File: config.mk
export PLATFORM = sky130hd
export DESIGN_NAME = pkt_tx
export DESIGN_NICKNAME = d
export VERILOG_FILES = /design/src/rtl/pkt_tx.sv
export SDC_FILE = /design/constraint.sdc
export NUM_CORES = 1
export LEC_CHECK = 0
export ABC_AREA = 1
export ABC_CLOCK_PERIOD_IN_PS = 2700
export CAP_MARGIN = 20
export CORE_ASPECT_RATIO = 1.1
export CORE_MARGIN = 8
export CORE_UTILIZATION = 55
export CTS_CLUSTER_SIZE = 10
export DETAILED_ROUTE_END_ITERATION = 8
export PLACE_DENSITY = 0.72
export SLEW_MARGIN = 20
export SYNTH_ARGS = -nofsm -noshare
export SYNTH_HDL_FRONTEND = slang
export SYNTH_SLANG_ARGS = --single-unit
File: constraint.sdc
create_clock -name clk -period 2.7 [get_ports clk]
set_input_delay 0.27 -clock clk [delete_from_list [all_inputs] [get_ports clk]]
set_output_delay 0.27 -clock clk [all_outputs]
set_load 0.02 [all_outputs]
File: src/rtl/pkt_tx.sv
// pkt_tx: buffered packet transmitter for a switch input port.
// Frames ADDR, PAYLOAD bytes and a PARITY byte, then an inter-packet gap.
module pkt_tx #(
  parameter int DEPTH = 16,
  parameter int IPG   = 2
) (
  input  logic       clk,
  input  logic       reset,
  input  logic       wr_en,
  input  logic [7:0] wr_data,
  output logic       full,
  output logic [4:0] count,
  input  logic       send,
  input  logic [7:0] send_addr,
  input  logic [4:0] send_len,
  output logic       busy,
  output logic       done,
  output logic       err,
  output logic       data_status,
  output logic [7:0] data
);

  typedef enum logic [2:0] {
    S_IDLE,
    S_ADDR,
    S_PAYLOAD,
    S_PARITY,
    S_GAP
  } state_t;

  localparam logic [3:0] LP_GAP  = 4'((IPG > 0) ? IPG - 1 : 0);
  localparam logic       LP_GBSY = (IPG > 1);
  localparam logic [4:0] LP_DEP  = 5'(DEPTH);

  state_t     r_state;
  logic [7:0] r_mem [0:15];
  logic [3:0] r_wp;
  logic [3:0] r_rp;
  logic [3:0] r_left;
  logic [3:0] r_gap;
  logic [7:0] r_par;

  logic       w_open;
  logic       w_len_ok;
  logic       w_accept;
  logic       w_reject;
  logic       w_pop;
  logic       w_push;
  logic       w_drop;
  logic [7:0] w_byte;
  logic [4:0] w_cnt_nx;

  // The last gap cycle already behaves as idle so IPG zero cycles separate packets.
  assign w_open   = (r_state == S_IDLE) ||
                    ((r_state == S_GAP) && (r_gap == 4'd0));
  assign w_len_ok = (send_len != 5'd0) && (send_len <= LP_DEP) &&
                    (count >= send_len);
  assign w_accept = w_open && send && w_len_ok;
  assign w_reject = w_open && send && !w_len_ok;
  assign w_pop    = (r_state == S_ADDR) ||
                    ((r_state == S_PAYLOAD) && (r_left != 4'd0));
  assign w_push   = wr_en && (!full || w_pop);
  assign w_drop   = wr_en && full && !w_pop;
  assign w_byte   = r_mem[r_rp];
  assign w_cnt_nx = count + 5'(w_push) - 5'(w_pop);

  always_ff @(posedge clk) begin
    if (w_push) r_mem[r_wp] <= wr_data;
  end

  always_ff @(posedge clk or negedge reset) begin
    if (!reset) begin
      r_state     <= S_IDLE;
      r_wp        <= 4'd0;
      r_rp        <= 4'd0;
      r_left      <= 4'd0;
      r_gap       <= 4'd0;
      r_par       <= 8'd0;
      count       <= 5'd0;
      full        <= 1'b0;
      busy        <= 1'b0;
      done        <= 1'b0;
      err         <= 1'b0;
      data_status <= 1'b0;
      data        <= 8'd0;
    end else begin
      done  <= 1'b0;
      err   <= w_reject || w_drop;
      count <= w_cnt_nx;
      full  <= (w_cnt_nx == LP_DEP);
      if (w_push) r_wp <= r_wp + 4'd1;
      if (w_pop)  r_rp <= r_rp + 4'd1;
      unique case (r_state)
        S_IDLE, S_GAP: begin
          data        <= 8'd0;
          data_status <= 1'b0;
          if ((r_state == S_GAP) && (r_gap != 4'd0)) begin
            r_gap <= r_gap - 4'd1;
            busy  <= (r_gap != 4'd1);
          end else if (w_accept) begin
            r_state     <= S_ADDR;
            data        <= send_addr;
            data_status <= 1'b1;
            busy        <= 1'b1;
            r_par       <= send_addr;
            r_left      <= 4'(send_len - 5'd1);
          end else begin
            r_state <= S_IDLE;
            busy    <= 1'b0;
          end
        end
        S_ADDR: begin
          r_state     <= S_PAYLOAD;
          data        <= w_byte;
          data_status <= 1'b1;
          r_par       <= r_par ^ w_byte;
        end
        S_PAYLOAD: begin
          if (r_left == 4'd0) begin
            r_state     <= S_PARITY;
            data        <= r_par;
            data_status <= 1'b0;
            done        <= 1'b1;
          end else begin
            data        <= w_byte;
            data_status <= 1'b1;
            r_par       <= r_par ^ w_byte;
            r_left      <= r_left - 4'd1;
          end
        end
        S_PARITY: begin
          data        <= 8'd0;
          data_status <= 1'b0;
          if (IPG == 0) begin
            r_state <= S_IDLE;
            busy    <= 1'b0;
          end else begin
            r_state <= S_GAP;
            r_gap   <= LP_GAP;
            busy    <= LP_GBSY;
          end
        end
        default: begin
          r_state     <= S_IDLE;
          data        <= 8'd0;
          data_status <= 1'b0;
          busy        <= 1'b0;
        end
      endcase
    end
  end

endmodule

==> impl_results.html, run 1 <==
<table>
<tr><th>Metric</th><th>Value</th></tr>
<tr><th colspan="2">Status</th></tr>
<tr><td>Status</td><td>complete, no violations</td></tr>
<tr><th colspan="2">Cells and area</th></tr>
<tr><td>N_diodes</td><td>0</td></tr>
<tr><td>Fillers</td><td>1105</td></tr>
<tr><td>Synth-to-Final Area Change</td><td>16.16%</td></tr>
<tr><td>Share of final-layout standard cells stronger than drive strength 1</td><td>9.916%</td></tr>
<tr><td>Core Util, Final</td><td>64.28%</td></tr>
<tr><td>Net count, final</td><td>868</td></tr>
<tr><td>Non-Filler Cell Area, Final</td><td>0.009138 mm²</td></tr>
<tr><td>Most common cell after layout, fill and taps aside</td><td>sky130_fd_sc_hd__nand2_1</td></tr>
<tr><td>Finished Layout Cells</td><td>1029</td></tr>
<tr><td>Highest-count cells in the layout ignoring fill and taps</td><td>sky130_fd_sc_hd__nand2_1, sky130_fd_sc_hd__edfxtp_1, sky130_fd_sc_hd__nor2_1, sky130_fd_sc_hd__nand3_1, sky130_fd_sc_hd__inv_1</td></tr>
<tr><th colspan="2">Hold path</th></tr>
<tr><td>Worst Hold Class</td><td>in2async</td></tr>
<tr><th colspan="2">STA</th></tr>
<tr><td>Top achievable clock speed</td><td>405.9 MHz</td></tr>
<tr><td>Worst hold margin</td><td>0.3852 ns</td></tr>
<tr><td>Minimum clock period</td><td>2.464 ns</td></tr>
<tr><td>Remaining max-slew budget at the tightest pin</td><td>55.66%</td></tr>
<tr><td>Transition time at the pin with the least slew margin</td><td>0.6630 ns</td></tr>
<tr><td>Max Transition Viols Final</td><td>0</td></tr>
<tr><td>RSZ-0062 raised after global routing</td><td>false</td></tr>
<tr><td>Final Cycle Share</td><td>91.26%</td></tr>
<tr><td>Final Hold Violating Endpoints</td><td>0</td></tr>
<tr><td>Final Worst Setup Slack</td><td>0.2361 ns</td></tr>
<tr><td>Number of setup violations in the final report</td><td>0</td></tr>
<tr><td>Setup clock skew after layout</td><td>0.005807 ns</td></tr>
<tr><td>Sum of negative setup slack</td><td>0 ns</td></tr>
<tr><th colspan="2">CTS</th></tr>
<tr><td>CTS tree</td><td>yes</td></tr>
<tr><td>TritonCTS Buffers</td><td>17</td></tr>
<tr><td>Clk slew on worst S/H paths</td><td>0.07 ns</td></tr>
<tr><td>CTS root buffer</td><td>sky130_fd_sc_hd__clkbuf_16</td></tr>
<tr><td>Clk Latency, worst-skew pair</td><td>0.43 ns</td></tr>
<tr><td>Maximum level of the CTS H-tree</td><td>4</td></tr>
<tr><td>Maximum buffer depth of the clock tree</td><td>2</td></tr>
<tr><td>CTS sink count</td><td>173</td></tr>
<tr><th colspan="2">Place</th></tr>
<tr><td>Placed cells</td><td>993</td></tr>
<tr><td>DPL Wire Length</td><td>10820 µm</td></tr>
<tr><td>Cell area reported after detailed placement</td><td>0.008512 mm²</td></tr>
<tr><td># port buffers</td><td>42</td></tr>
<tr><td>Placement-stage worst setup slack</td><td>0.1724 ns</td></tr>
<tr><td>Last weighted congestion value of the routability-driven placer</td><td>0.8049</td></tr>
<tr><th colspan="2">Critical path</th></tr>
<tr><td>Largest incremental delay on the critical path</td><td>0.37 ns</td></tr>
<tr><td>Worst-path cell with the longest stage delay</td><td>sky130_fd_sc_hd__fa_2</td></tr>
<tr><td>Cells traversed along the worst timing path</td><td>inv_1, nor2_2, nand2_1, inv_2, nand2_2, nand2_4, inv_2, nand2_2, nand2_4, ha_4, inv_1, ha_2, fa_2, nand3_1, nand2_1, xnor2_1, inv_1, nand2_1, nor2_1</td></tr>
<tr><td>Number of cells traversed by the worst register-to-register path</td><td>19</td></tr>
<tr><td>Kind of critical path</td><td>reg2reg</td></tr>
<tr><td>Critical path fanouts, max</td><td>4</td></tr>
<tr><td>Critical path launch point type</td><td>flop</td></tr>
<tr><td>Category of the worst setup path capture point</td><td>flop</td></tr>
<tr><td>Worst path arrival time</td><td>2.78 ns</td></tr>
<tr><td>Data required time at the worst endpoint</td><td>3.02 ns</td></tr>
<tr><th colspan="2">Synthesis</th></tr>
<tr><td>Number of synthesized flops with an enable pin</td><td>128</td></tr>
<tr><td>Warning count from the yosys run</td><td>0</td></tr>
<tr><td>Synth Net Count</td><td>807</td></tr>
<tr><td>Area of the mapped netlist</td><td>0.007866 mm²</td></tr>
<tr><td>Portion of the post-synthesis area used by sequential elements</td><td>63.18%</td></tr>
<tr><td>Most frequently used flop master after synthesis</td><td>sky130_fd_sc_hd__edfxtp_1</td></tr>
<tr><td>Async set-reset flop share out of synthesis</td><td>26.01%</td></tr>
<tr><td>Total of flip-flops plus latches after synthesis</td><td>173</td></tr>
<tr><td>Post-Synthesis Cells</td><td>763</td></tr>
<tr><td>Average footprint of a synthesized cell</td><td>10.31 µm²</td></tr>
<tr><td>Count of unique library cells instantiated by Yosys</td><td>35</td></tr>
<tr><th colspan="2">Drt</th></tr>
<tr><td>Drt drc</td><td>0</td></tr>
<tr><td>DRT antenna net count</td><td>0</td></tr>
<tr><td>Drt wl/cell</td><td>16.19 µm</td></tr>
<tr><td>First-pass DRT Iterations</td><td>5</td></tr>
<tr><td>Vias per std cell</td><td>5.259</td></tr>
<tr><td>Total wire length after detailed routing</td><td>16660 µm</td></tr>
<tr><td>DRC violation total after the first TritonRoute iteration</td><td>511</td></tr>
<tr><td>Number of vias in the routed layout</td><td>5411</td></tr>
<tr><th colspan="2">Die</th></tr>
<tr><td>Starting density of the core</td><td>55.33%</td></tr>
<tr><td>Std-Cell Core Area</td><td>0.01422 mm²</td></tr>
<tr><td>Die area</td><td>0.01839 mm²</td></tr>
<tr><td>Number of top-level pins</td><td>43</td></tr>
<tr><td>Vertical die dimension</td><td>141.4 µm</td></tr>
<tr><td>Die Wd</td><td>130.0 µm</td></tr>
<tr><td>Number of placement rows</td><td>46</td></tr>
<tr><th colspan="2">Global route</th></tr>
<tr><td>Overall track demand over capacity in global routing</td><td>18.83%</td></tr>
<tr><td>Maximum number of pins on one net before global-route repair</td><td>84</td></tr>
<tr><td>Number of global-route vias before repair</td><td>5236</td></tr>
<tr><td>Initial antenna violation count</td><td>0</td></tr>
<tr><td>Total global routing overflow</td><td>0</td></tr>
<tr><td>First-pass GRT wire length</td><td>26240 µm</td></tr>
<tr><th colspan="2">Pwr</th></tr>
<tr><td>Worst IR Drop VDD</td><td>0.6121 mV</td></tr>
<tr><td>Pwr/cell area</td><td>1132 mW/mm²</td></tr>
<tr><td>PnR Total Power</td><td>10.34 mW</td></tr>
<tr><td>Leakage power summed over all cells</td><td>3.812 nW</td></tr>
<tr><th colspan="2">Job</th></tr>
<tr><td>Max-capacitance violation count</td><td>0</td></tr>
</table>
-- where the power goes --
part | switching, mW | leakage, nW | total [mW] | internal, mW
logic | 2.79 | 1.82 | 4.33 | 1.55
clock network | 1.00 | 0.272 | 2.36 | 1.36
registers | 0.274 | 1.71 | 3.65 | 3.37
total | 4.06 | 3.81 | 10.3 | 6.28
-- routing by layer --
layer  up-vias  GRT usage (%)  wire, µm
li1       2663              -         -
met1      2567          23.05      6902
met2       157          31.17      8425
met3        24          4.167       967
met4         0          8.446       361
met5         -              0         0
-- registers in the layout, summed over array words and instances, names as in the netlist --
register	flops
busy	1
count	5
data	8
data_status	1
done	1
err	1
full	1
r_gap	4
r_left	4
r_mem	128
r_par	8
r_rp	4
r_state	3
r_wp	4
-- Yosys cell counts (2+ instances only) --
| cell type | count | share of area [%] |
|---|---|---|
| sky130_fd_sc_hd__buf_4 | 3 | 0.29 |
| sky130_fd_sc_hd__buf_1 | 2 | 0.095 |
| sky130_fd_sc_hd__nand2_4 | 3 | 0.43 |
| sky130_fd_sc_hd__o211ai_1 | 16 | 1.5 |
| sky130_fd_sc_hd__nor3_1 | 3 | 0.19 |
| sky130_fd_sc_hd__inv_2 | 4 | 0.19 |
| sky130_fd_sc_hd__nand2_2 | 7 | 0.56 |
| sky130_fd_sc_hd__nand3_1 | 78 | 5.0 |
| sky130_fd_sc_hd__clkbuf_1 | 3 | 0.14 |
| sky130_fd_sc_hd__o21ai_0 | 35 | 2.2 |
| sky130_fd_sc_hd__buf_2 | 8 | 0.51 |
| sky130_fd_sc_hd__nor2_1 | 82 | 3.9 |
| sky130_fd_sc_hd__a21oi_1 | 5 | 0.32 |
| sky130_fd_sc_hd__nor2_2 | 2 | 0.16 |
| sky130_fd_sc_hd__dfrtp_1 | 45 | 14 |
| sky130_fd_sc_hd__buf_6 | 12 | 1.7 |
| sky130_fd_sc_hd__inv_1 | 74 | 3.5 |
| sky130_fd_sc_hd__o21ai_2 | 3 | 0.33 |
| sky130_fd_sc_hd__clkinv_1 | 2 | 0.095 |
| sky130_fd_sc_hd__nand2_1 | 194 | 9.3 |
| sky130_fd_sc_hd__xor2_1 | 11 | 1.2 |
| sky130_fd_sc_hd__xnor2_1 | 2 | 0.22 |
| sky130_fd_sc_hd__edfxtp_1 | 128 | 49 |
| sky130_fd_sc_hd__ha_1 | 18 | 2.9 |
| sky130_fd_sc_hd__o21ai_1 | 9 | 0.57 |
| sky130_fd_sc_hd__nand4_1 | 5 | 0.40 |
-- worst max-delay path, delay by kind of cell (launching register included) --
family | cells | cell delay [ns]
and+or+nand+nor | 10 | 0.72
DFF | 1 | 0.36
buffers and inverters | 5 | 0.30
adders and majority gates | 3 | 0.82
xor gates and xnor gates | 1 | 0.16
-- timing repair --
item | in CTS | in global routing
endpoints found under the hold margin | 0 | 45
setup endpoints to repair | 0 | 1
resized for setup | 0 | 3
buffers inserted | 0 | 3
hold buffers | 0 | 1
-- kinds of logic (layout without fill, tap and decap cells) --
group / count (synthesis) / in the layout / share of synthesized area, %
buffers and inverters: 109 / 183 / 6.649
xor gates and xnor gates: 13 / 13 / 1.447
and+or+nand+nor: 377 / 377 / 20.23
DFF: 173 / 173 / 63.18
adders and majority gates: 19 / 19 / 3.118
AOI/OAI and AO/OA: 72 / 72 / 5.376
-- final timing paths --
check                           slack (ns)          from        to
worst min register to register        0.50      r_par[7]  r_par[7]
min in group clk                      0.44  send_addr[4]   data[4]
worst max register to register        0.24    r_state[1]      full
worst max-delay path                  0.24    r_state[1]      full
max in group asynchronous             1.89         reset   r_rp[0]
worst min-delay path                  0.39         reset  r_par[0]
-- final cells by class --
cell class | count | area [µm²] | share of cell area, %
sequential | 173 | 4971 | 54.40
multi-input combinational | 481 | 2391 | 26.17
timing repair buffer | 70 | 655.6 | 7.175
clock buffer | 18 | 429.2 | 4.697
inverter | 81 | 306.5 | 3.355
tap | 192 | 240.2 | 2.629
clock inverter | 14 | 143.9 | 1.575
Note: power is estimated with default switching activity, not from simulation.
==> run 2, diff against run 1 <==
HOLD_SLACK_MARGIN = 0.05   (was unset)
==> run 2 against run 1 <==
Compared with the run above:
- final cell count did not move
- wire length barely moved
- clock skew rose by 0.00071 ns
- via count rose by 0.11%
- power barely moved
- critical path type unchanged
- largest cell class unchanged
==> impl_results.html, run 2 (synthesis results as in run 1) <==
<table>
<tr><th>Metric</th><th>Value</th></tr>
<tr><th colspan="2">Critical path</th></tr>
<tr><td>Kind of critical path</td><td>reg2reg</td></tr>
<tr><td>Number of cells traversed by the worst register-to-register path</td><td>19</td></tr>
<tr><td>Minimum setup slack among reg-to-reg paths</td><td>0.24 ns</td></tr>
<tr><td>Worst path arrival time</td><td>2.78 ns</td></tr>
<tr><td>Worst R2R End</td><td>full</td></tr>
<tr><td>Worst r2r src</td><td>r_state[1]</td></tr>
<tr><td>Category of the worst setup path capture point</td><td>flop</td></tr>
<tr><td>Critical path launch point type</td><td>flop</td></tr>
<tr><td>Data required time at the worst endpoint</td><td>3.02 ns</td></tr>
<tr><td>Critical path fanouts, max</td><td>4</td></tr>
<tr><th colspan="2">CTS</th></tr>
<tr><td>CTS tree</td><td>yes</td></tr>
<tr><td>Clk slew on worst S/H paths</td><td>0.07 ns</td></tr>
<tr><td>CTS sink count</td><td>173</td></tr>
<tr><td>Maximum buffer depth of the clock tree</td><td>2</td></tr>
<tr><td>Maximum level of the CTS H-tree</td><td>4</td></tr>
<tr><td>Clk Latency, worst-skew pair</td><td>0.43 ns</td></tr>
<tr><td>CTS root buffer</td><td>sky130_fd_sc_hd__clkbuf_16</td></tr>
<tr><td>TritonCTS Buffers</td><td>17</td></tr>
<tr><th colspan="2">Drt</th></tr>
<tr><td>Number of vias in the routed layout</td><td>5417</td></tr>
<tr><td>DRT antenna net count</td><td>0</td></tr>
<tr><td>First-pass DRT Iterations</td><td>5</td></tr>
<tr><td>Drt drc</td><td>0</td></tr>
<tr><td>Total wire length after detailed routing</td><td>16660 µm</td></tr>
<tr><td>Drt wl/cell</td><td>16.19 µm</td></tr>
<tr><td>DRC violation total after the first TritonRoute iteration</td><td>496</td></tr>
<tr><td>Vias per std cell</td><td>5.264</td></tr>
<tr><th colspan="2">STA</th></tr>
<tr><td>Remaining max-slew budget at the tightest pin</td><td>57.41%</td></tr>
<tr><td>Final Worst Setup Slack</td><td>0.2363 ns</td></tr>
<tr><td>Sum of negative setup slack</td><td>0 ns</td></tr>
<tr><td>Minimum clock period</td><td>2.464 ns</td></tr>
<tr><td>Max Transition Viols Final</td><td>0</td></tr>
<tr><td>Number of setup violations in the final report</td><td>0</td></tr>
<tr><td>Setup clock skew after layout</td><td>0.006519 ns</td></tr>
<tr><td>Final Hold Violating Endpoints</td><td>0</td></tr>
<tr><td>Transition time at the pin with the least slew margin</td><td>0.6368 ns</td></tr>
<tr><td>RSZ-0062 raised after global routing</td><td>false</td></tr>
<tr><td>Top achievable clock speed</td><td>405.9 MHz</td></tr>
<tr><td>Final Cycle Share</td><td>91.25%</td></tr>
<tr><th colspan="2">Cells and area</th></tr>
<tr><td>Fillers</td><td>1105</td></tr>
<tr><td>Share of final-layout standard cells stronger than drive strength 1</td><td>9.916%</td></tr>
<tr><td>Most common cell after layout, fill and taps aside</td><td>sky130_fd_sc_hd__nand2_1</td></tr>
<tr><td>Flip-flop count of the largest register, all copies and words added</td><td>128</td></tr>
<tr><td>Largest registers</td><td>r_mem (128), data (8), r_par (8)</td></tr>
<tr><td>Synth-to-Final Area Change</td><td>16.16%</td></tr>
<tr><td>N_diodes</td><td>0</td></tr>
<tr><td>Highest-count cells in the layout ignoring fill and taps</td><td>sky130_fd_sc_hd__nand2_1, sky130_fd_sc_hd__edfxtp_1, sky130_fd_sc_hd__nor2_1, sky130_fd_sc_hd__nand3_1, sky130_fd_sc_hd__inv_1</td></tr>
<tr><td>Non-Filler Cell Area, Final</td><td>0.009138 mm²</td></tr>
<tr><td>Net count, final</td><td>868</td></tr>
<tr><td>Biggest register</td><td>r_mem</td></tr>
<tr><td>Finished Layout Cells</td><td>1029</td></tr>
<tr><th colspan="2">Die</th></tr>
<tr><td>Number of top-level pins</td><td>43</td></tr>
<tr><td>Std-Cell Core Area</td><td>0.01422 mm²</td></tr>
<tr><td>Die Wd</td><td>130.0 µm</td></tr>
<tr><td>Number of placement rows</td><td>46</td></tr>
<tr><td>Die area</td><td>0.01839 mm²</td></tr>
<tr><td>Vertical die dimension</td><td>141.4 µm</td></tr>
<tr><td>Starting density of the core</td><td>55.33%</td></tr>
<tr><th colspan="2">Place</th></tr>
<tr><td># port buffers</td><td>42</td></tr>
<tr><td>Placed cells</td><td>993</td></tr>
<tr><td>Placement-stage worst setup slack</td><td>0.1724 ns</td></tr>
<tr><td>DPL Wire Length</td><td>10820 µm</td></tr>
<tr><td>Cell area reported after detailed placement</td><td>0.008512 mm²</td></tr>
<tr><td>Last weighted congestion value of the routability-driven placer</td><td>0.8049</td></tr>
<tr><th colspan="2">Pwr</th></tr>
<tr><td>Worst IR Drop VDD</td><td>0.6120 mV</td></tr>
<tr><td>Pwr/cell area</td><td>1132 mW/mm²</td></tr>
<tr><td>Leakage power summed over all cells</td><td>3.812 nW</td></tr>
<tr><td>PnR Total Power</td><td>10.35 mW</td></tr>
<tr><th colspan="2">Global route</th></tr>
<tr><td>Maximum number of pins on one net before global-route repair</td><td>84</td></tr>
<tr><td>Initial antenna violation count</td><td>0</td></tr>
<tr><td>First-pass GRT wire length</td><td>26250 µm</td></tr>
<tr><td>Number of global-route vias before repair</td><td>5239</td></tr>
<tr><td>Total global routing overflow</td><td>0</td></tr>
<tr><td>Overall track demand over capacity in global routing</td><td>18.84%</td></tr>
<tr><th colspan="2">Status</th></tr>
<tr><td>Status</td><td>complete, no violations</td></tr>
<tr><th colspan="2">Job</th></tr>
<tr><td>Max-capacitance violation count</td><td>0</td></tr>
<tr><th colspan="2">Hold path</th></tr>
<tr><td>Worst Hold Class</td><td>in2async</td></tr>
</table>
-- run 2: worst max-delay path: stages, from the launching register on --
cell and delay (ns):
sky130_fd_sc_hd__dfrtp_1 0.36, sky130_fd_sc_hd__inv_1 0.06, sky130_fd_sc_hd__nor2_2 0.11, sky130_fd_sc_hd__nand2_1 0.08
sky130_fd_sc_hd__inv_2 0.07, sky130_fd_sc_hd__nand2_2 0.06, sky130_fd_sc_hd__nand2_4 0.09, sky130_fd_sc_hd__inv_2 0.05
sky130_fd_sc_hd__nand2_2 0.07, sky130_fd_sc_hd__nand2_4 0.07, sky130_fd_sc_hd__ha_4 0.27, sky130_fd_sc_hd__inv_1 0.04
sky130_fd_sc_hd__ha_2 0.18, sky130_fd_sc_hd__fa_2 0.37, sky130_fd_sc_hd__nand3_1 0.08, sky130_fd_sc_hd__nand2_1 0.06
sky130_fd_sc_hd__xnor2_1 0.16, sky130_fd_sc_hd__inv_1 0.08, sky130_fd_sc_hd__nand2_1 0.06, sky130_fd_sc_hd__nor2_1 0.04
-- run 2: worst max-delay path by stage --
stage	slack, ns	to	from	cells after the start
3_3_place_gp	0.25	full	r_state[2]	18
6_report	0.24	full	r_state[1]	19
4_1_cts	0.14	full	r_state[2]	18
5_1_grt	0.02	full	r_state[1]	19
3_5_place_dp	0.17	full	r_state[2]	18
2_1_floorplan	0.33	full	r_state[2]	18
-- run 2: power breakdown --
| group | switching, mW | total [mW] | internal (mW) |
|---|---|---|---|
| sequential | 0.275 | 3.65 | 3.37 |
| clock | 1.01 | 2.37 | 1.36 |
| combinational | 2.78 | 4.33 | 1.55 |
-- run 2: repair_timing --
action	in CTS	in global routing
setup endpoints to repair	0	1
hold endpoints to repair	45	0
buffers inserted	0	3
resized for setup	0	3
hold buffers	1	0
-- run 2: final cells by class --
cell class                      instances  area (µm²)  share of cell area [%]
Clock inverter                         14       143.9                   1.575
Sequential cell                       173        4971                   54.40
Multi-Input combinational cell        481        2391                   26.17
Timing Repair Buffer                   70       655.6                   7.175
Inverter                               81       306.5                   3.355
Clock buffer                           18       429.2                   4.697
Tap cell                              192       240.2                   2.629
-- run 2: metrics by stage --
| stage | hold slack [ns] | util [%] |
|---|---|---|
| 3_3_place_gp | 0.4847 | 59.88 |
| 4_1_cts | 0.4257 | 63.98 |
| 3_5_place_dp | 0.4879 | 59.88 |
| 2_1_floorplan | -0.02559 | - |
| 5_1_grt | 0.4440 | 64.28 |
| 6_report | 0.3852 | 64.28 |
-- run 2: layer usage --
layer	vias up	part of all wire (%)	global-route usage (%)
met3	20	5.9	4.204
met1	2570	41	23.05
met5	-	0	0
li1	2666	-	-
met2	161	51	31.17
met4	0	1.9	8.446
==> run 3, diff against run 2 <==
--- a/config.mk
+++ b/config.mk
@@ -12,6 +12,7 @@
 export CORE_MARGIN = 8
 export CORE_UTILIZATION = 55
-export CTS_CLUSTER_SIZE = 10
+export CTS_CLUSTER_SIZE = 14
 export DETAILED_ROUTE_END_ITERATION = 8
+export GPL_ROUTABILITY_DRIVEN = 1
 export HOLD_SLACK_MARGIN = 0.05
 export PLACE_DENSITY = 0.72
==> constraint.sdc (replaced) <==
create_clock -name clk -period 2.7 [get_ports clk]
set_input_delay 0.27 -clock clk [delete_from_list [all_inputs] [get_ports clk]]
set_output_delay 0.27 -clock clk [all_outputs]
set_load 0.1 [all_outputs]
==> run 3 against run 2 <==
Compared with the run above:
- non-clock buffer count decreased by 2
- final cell count decreased by 0.29%
- clock power rose by 8%
- wire length grew 1.7%
- worst hold slack gained 0.033 ns
- fmax is 0.61% lower
- sequential share of layout area grew 0.26 points
- power is 6.8% higher
- core utilization is 0.31 points lower
- register-to-register slack worse by 0.02 ns
- combinational power up 12%
- critical endpoint unchanged
- largest power group unchanged
==> impl_results.html, run 3 (synthesis results as in run 1) <==
<table>
<tr><th>Metric</th><th>Value</th></tr>
<tr><th colspan="2">CTS</th></tr>
<tr><td>CTS sink count</td><td>173</td></tr>
<tr><td>CTS root buffer</td><td>sky130_fd_sc_hd__clkbuf_16</td></tr>
<tr><td>Clk Latency, worst-skew pair</td><td>0.43 ns</td></tr>
<tr><td>Clk slew on worst S/H paths</td><td>0.06 ns</td></tr>
<tr><td>Maximum buffer depth of the clock tree</td><td>2</td></tr>
<tr><td>TritonCTS Buffers</td><td>17</td></tr>
<tr><td>Maximum level of the CTS H-tree</td><td>4</td></tr>
<tr><td>CTS tree</td><td>yes</td></tr>
<tr><th colspan="2">Die</th></tr>
<tr><td>Number of top-level pins</td><td>43</td></tr>
<tr><td>Vertical die dimension</td><td>141.4 µm</td></tr>
<tr><td>Std-Cell Core Area</td><td>0.01422 mm²</td></tr>
<tr><td>Starting density of the core</td><td>55.33%</td></tr>
<tr><td>Die area</td><td>0.01839 mm²</td></tr>
<tr><td>Die Wd</td><td>130.0 µm</td></tr>
<tr><td>Number of placement rows</td><td>46</td></tr>
<tr><th colspan="2">Drt</th></tr>
<tr><td>Drt drc</td><td>0</td></tr>
<tr><td>DRC violation total after the first TritonRoute iteration</td><td>446</td></tr>
<tr><td>Vias per std cell</td><td>5.306</td></tr>
<tr><td>Number of vias in the routed layout</td><td>5444</td></tr>
<tr><td>Total wire length after detailed routing</td><td>16950 µm</td></tr>
<tr><td>DRT antenna net count</td><td>0</td></tr>
<tr><td>Drt wl/cell</td><td>16.52 µm</td></tr>
<tr><td>First-pass DRT Iterations</td><td>5</td></tr>
<tr><th colspan="2">Cells and area</th></tr>
<tr><td>Finished Layout Cells</td><td>1026</td></tr>
<tr><td>Biggest register</td><td>r_mem</td></tr>
<tr><td>Synth-to-Final Area Change</td><td>15.60%</td></tr>
<tr><td>Non-Filler Cell Area, Final</td><td>0.009094 mm²</td></tr>
<tr><td>Share of final-layout standard cells stronger than drive strength 1</td><td>11.75%</td></tr>
<tr><td>N_diodes</td><td>0</td></tr>
<tr><td>Most common cell after layout, fill and taps aside</td><td>sky130_fd_sc_hd__nand2_1</td></tr>
<tr><td>Net count, final</td><td>866</td></tr>
<tr><td>Largest registers</td><td>r_mem (128), data (8), r_par (8)</td></tr>
<tr><td>Flip-flop count of the largest register, all copies and words added</td><td>128</td></tr>
<tr><td>Highest-count cells in the layout ignoring fill and taps</td><td>sky130_fd_sc_hd__nand2_1, sky130_fd_sc_hd__edfxtp_1, sky130_fd_sc_hd__nor2_1, sky130_fd_sc_hd__nand3_1, sky130_fd_sc_hd__inv_1</td></tr>
<tr><th colspan="2">STA</th></tr>
<tr><td>Remaining max-slew budget at the tightest pin</td><td>43.74%</td></tr>
<tr><td>Transition time at the pin with the least slew margin</td><td>0.8440 ns</td></tr>
<tr><td>Max Transition Viols Final</td><td>0</td></tr>
<tr><td>Sum of negative setup slack</td><td>0 ns</td></tr>
<tr><td>Final Cycle Share</td><td>91.81%</td></tr>
<tr><td>Top achievable clock speed</td><td>403.4 MHz</td></tr>
<tr><td>Setup clock skew after layout</td><td>0.007544 ns</td></tr>
<tr><td>RSZ-0062 raised after global routing</td><td>false</td></tr>
<tr><td>Final Hold Violating Endpoints</td><td>0</td></tr>
<tr><td>Final Worst Setup Slack</td><td>0.2212 ns</td></tr>
<tr><td>Number of setup violations in the final report</td><td>0</td></tr>
<tr><td>Minimum clock period</td><td>2.479 ns</td></tr>
<tr><th colspan="2">Critical path</th></tr>
<tr><td>Worst path arrival time</td><td>2.79 ns</td></tr>
<tr><td>Kind of critical path</td><td>reg2reg</td></tr>
<tr><td>Category of the worst setup path capture point</td><td>flop</td></tr>
<tr><td>Minimum setup slack among reg-to-reg paths</td><td>0.22 ns</td></tr>
<tr><td>Data required time at the worst endpoint</td><td>3.01 ns</td></tr>
<tr><td>Critical path launch point type</td><td>flop</td></tr>
<tr><td>Critical path fanouts, max</td><td>4</td></tr>
<tr><th colspan="2">Place</th></tr>
<tr><td>Placement-stage worst setup slack</td><td>0.1567 ns</td></tr>
<tr><td>Last weighted congestion value of the routability-driven placer</td><td>0.8192</td></tr>
<tr><td>DPL Wire Length</td><td>11060 µm</td></tr>
<tr><td>Placed cells</td><td>994</td></tr>
<tr><td>Cell area reported after detailed placement</td><td>0.008462 mm²</td></tr>
<tr><td># port buffers</td><td>42</td></tr>
<tr><th colspan="2">Pwr</th></tr>
<tr><td>Power dissipated by switching net loads</td><td>4.699 mW</td></tr>
<tr><td>Pwr/cell area</td><td>1215 mW/mm²</td></tr>
<tr><td>Proportion of power drawn by the clock network</td><td>23.0%</td></tr>
<tr><td>Sequential fraction of design power</td><td>33.1%</td></tr>
<tr><td>Combinational group share of total power</td><td>43.9%</td></tr>
<tr><td>Worst IR Drop VDD</td><td>0.5480 mV</td></tr>
<tr><td>Cell internal pwr</td><td>6.350 mW</td></tr>
<tr><td>PnR Total Power</td><td>11.05 mW</td></tr>
<tr><td>Leakage power summed over all cells</td><td>3.842 nW</td></tr>
<tr><td>Switching power as a share of total power</td><td>42.53%</td></tr>
<tr><th colspan="2">Global route</th></tr>
<tr><td>Overall track demand over capacity in global routing</td><td>19.53%</td></tr>
<tr><td>Total global routing overflow</td><td>0</td></tr>
<tr><td>First-pass GRT wire length</td><td>27200 µm</td></tr>
<tr><td>Number of global-route vias before repair</td><td>5462</td></tr>
<tr><td>Initial antenna violation count</td><td>0</td></tr>
<tr><td>Maximum number of pins on one net before global-route repair</td><td>84</td></tr>
<tr><th colspan="2">Status</th></tr>
<tr><td>Status</td><td>complete, no violations</td></tr>
<tr><th colspan="2">Job</th></tr>
<tr><td>Max-capacitance violation count</td><td>0</td></tr>
<tr><th colspan="2">Hold path</th></tr>
<tr><td>Worst Hold Class</td><td>in2async</td></tr>
</table>
run 3: cell count changes in the layout (fill, tap and decap cells not counted), sizes merged:
cell,previous run,this run
clkdlybuf4s50,41,23
buf,28,44
bufinv,2,4
clkinv,8,6
clkbuf,18,17
clkinvlp,3,4
inv,82,81
run 3: worst paths after layout:
check,cells past startpoint,end,start
min,2,data[0],reset
max in group asynchronous,3,r_gap[3],reset
max reg2reg,18,full,r_state[2]
min in group clk,3,data[7],send_addr[7]
max,18,full,r_state[2]
min reg2reg,2,r_par[0],r_par[0]
run 3: power by group through the flow:
stage | Combinational, mW | Sequential [mW] | Clock [mW]
finish | 4.85 | 3.66 | 2.55
global route | 5.39 | 3.71 | 2.66
CTS | 4.85 | 3.65 | 2.57
detailed placement | 4.79 | 3.70 | 0
global placement | 4.64 | 3.67 | 0
floorplan | 3.06 | 4.35 | 0
run 3: layout make-up:
type,instances,area [µm²]
Clock buffer,17,425.4
Multi-Input combinational cell,481,2376
Sequential cell,173,4971
Fill cell,1116,5122
Clock inverter,14,193.9
Inverter,81,306.5
Tap cell,192,240.2
Timing Repair Buffer,68,580.6
run 3: critical path, cell delays in order, from the launching register on:
cell and delay (ns):
sky130_fd_sc_hd__dfrtp_1 0.40, sky130_fd_sc_hd__nor2_2 0.12, sky130_fd_sc_hd__nand2_1 0.08, sky130_fd_sc_hd__inv_2 0.08
sky130_fd_sc_hd__nand2_2 0.07, sky130_fd_sc_hd__nand2_4 0.09, sky130_fd_sc_hd__inv_2 0.05, sky130_fd_sc_hd__nand2_2 0.07
sky130_fd_sc_hd__nand2_4 0.07, sky130_fd_sc_hd__ha_1 0.27, sky130_fd_sc_hd__inv_1 0.04, sky130_fd_sc_hd__ha_1 0.21
sky130_fd_sc_hd__fa_2 0.37, sky130_fd_sc_hd__nand3_1 0.08, sky130_fd_sc_hd__nand2_1 0.06, sky130_fd_sc_hd__xnor2_1 0.14
sky130_fd_sc_hd__inv_1 0.07, sky130_fd_sc_hd__nand2_1 0.06, sky130_fd_sc_hd__nor2_1 0.04
run 3: per-layer routing:
layer	track usage [%]	share of wire (%)	vias to the layer above
met5	0	0	-
met4	9.119	3.0	0
met3	4.017	5.6	42
met2	33.71	50	162
met1	22.75	41	2583
li1	-	-	2657
run 3: timing repair:
action | CTS | global route
endpoints found under the setup margin | 0 | 1
hold endpoints to repair | 26 | 0
resized for setup | 0 | 1
hold buffers | 1 | 0
setup buffers | 0 | 0
run 3: through the flow:
stage          hold slack, ns  utilization, %
2_1_floorplan        -0.02559               -
3_3_place_gp           0.3195           59.52
3_5_place_dp           0.3288           59.52
4_1_cts                0.4189           63.95
5_1_grt                0.4548           63.97
6_report               0.4178           63.97
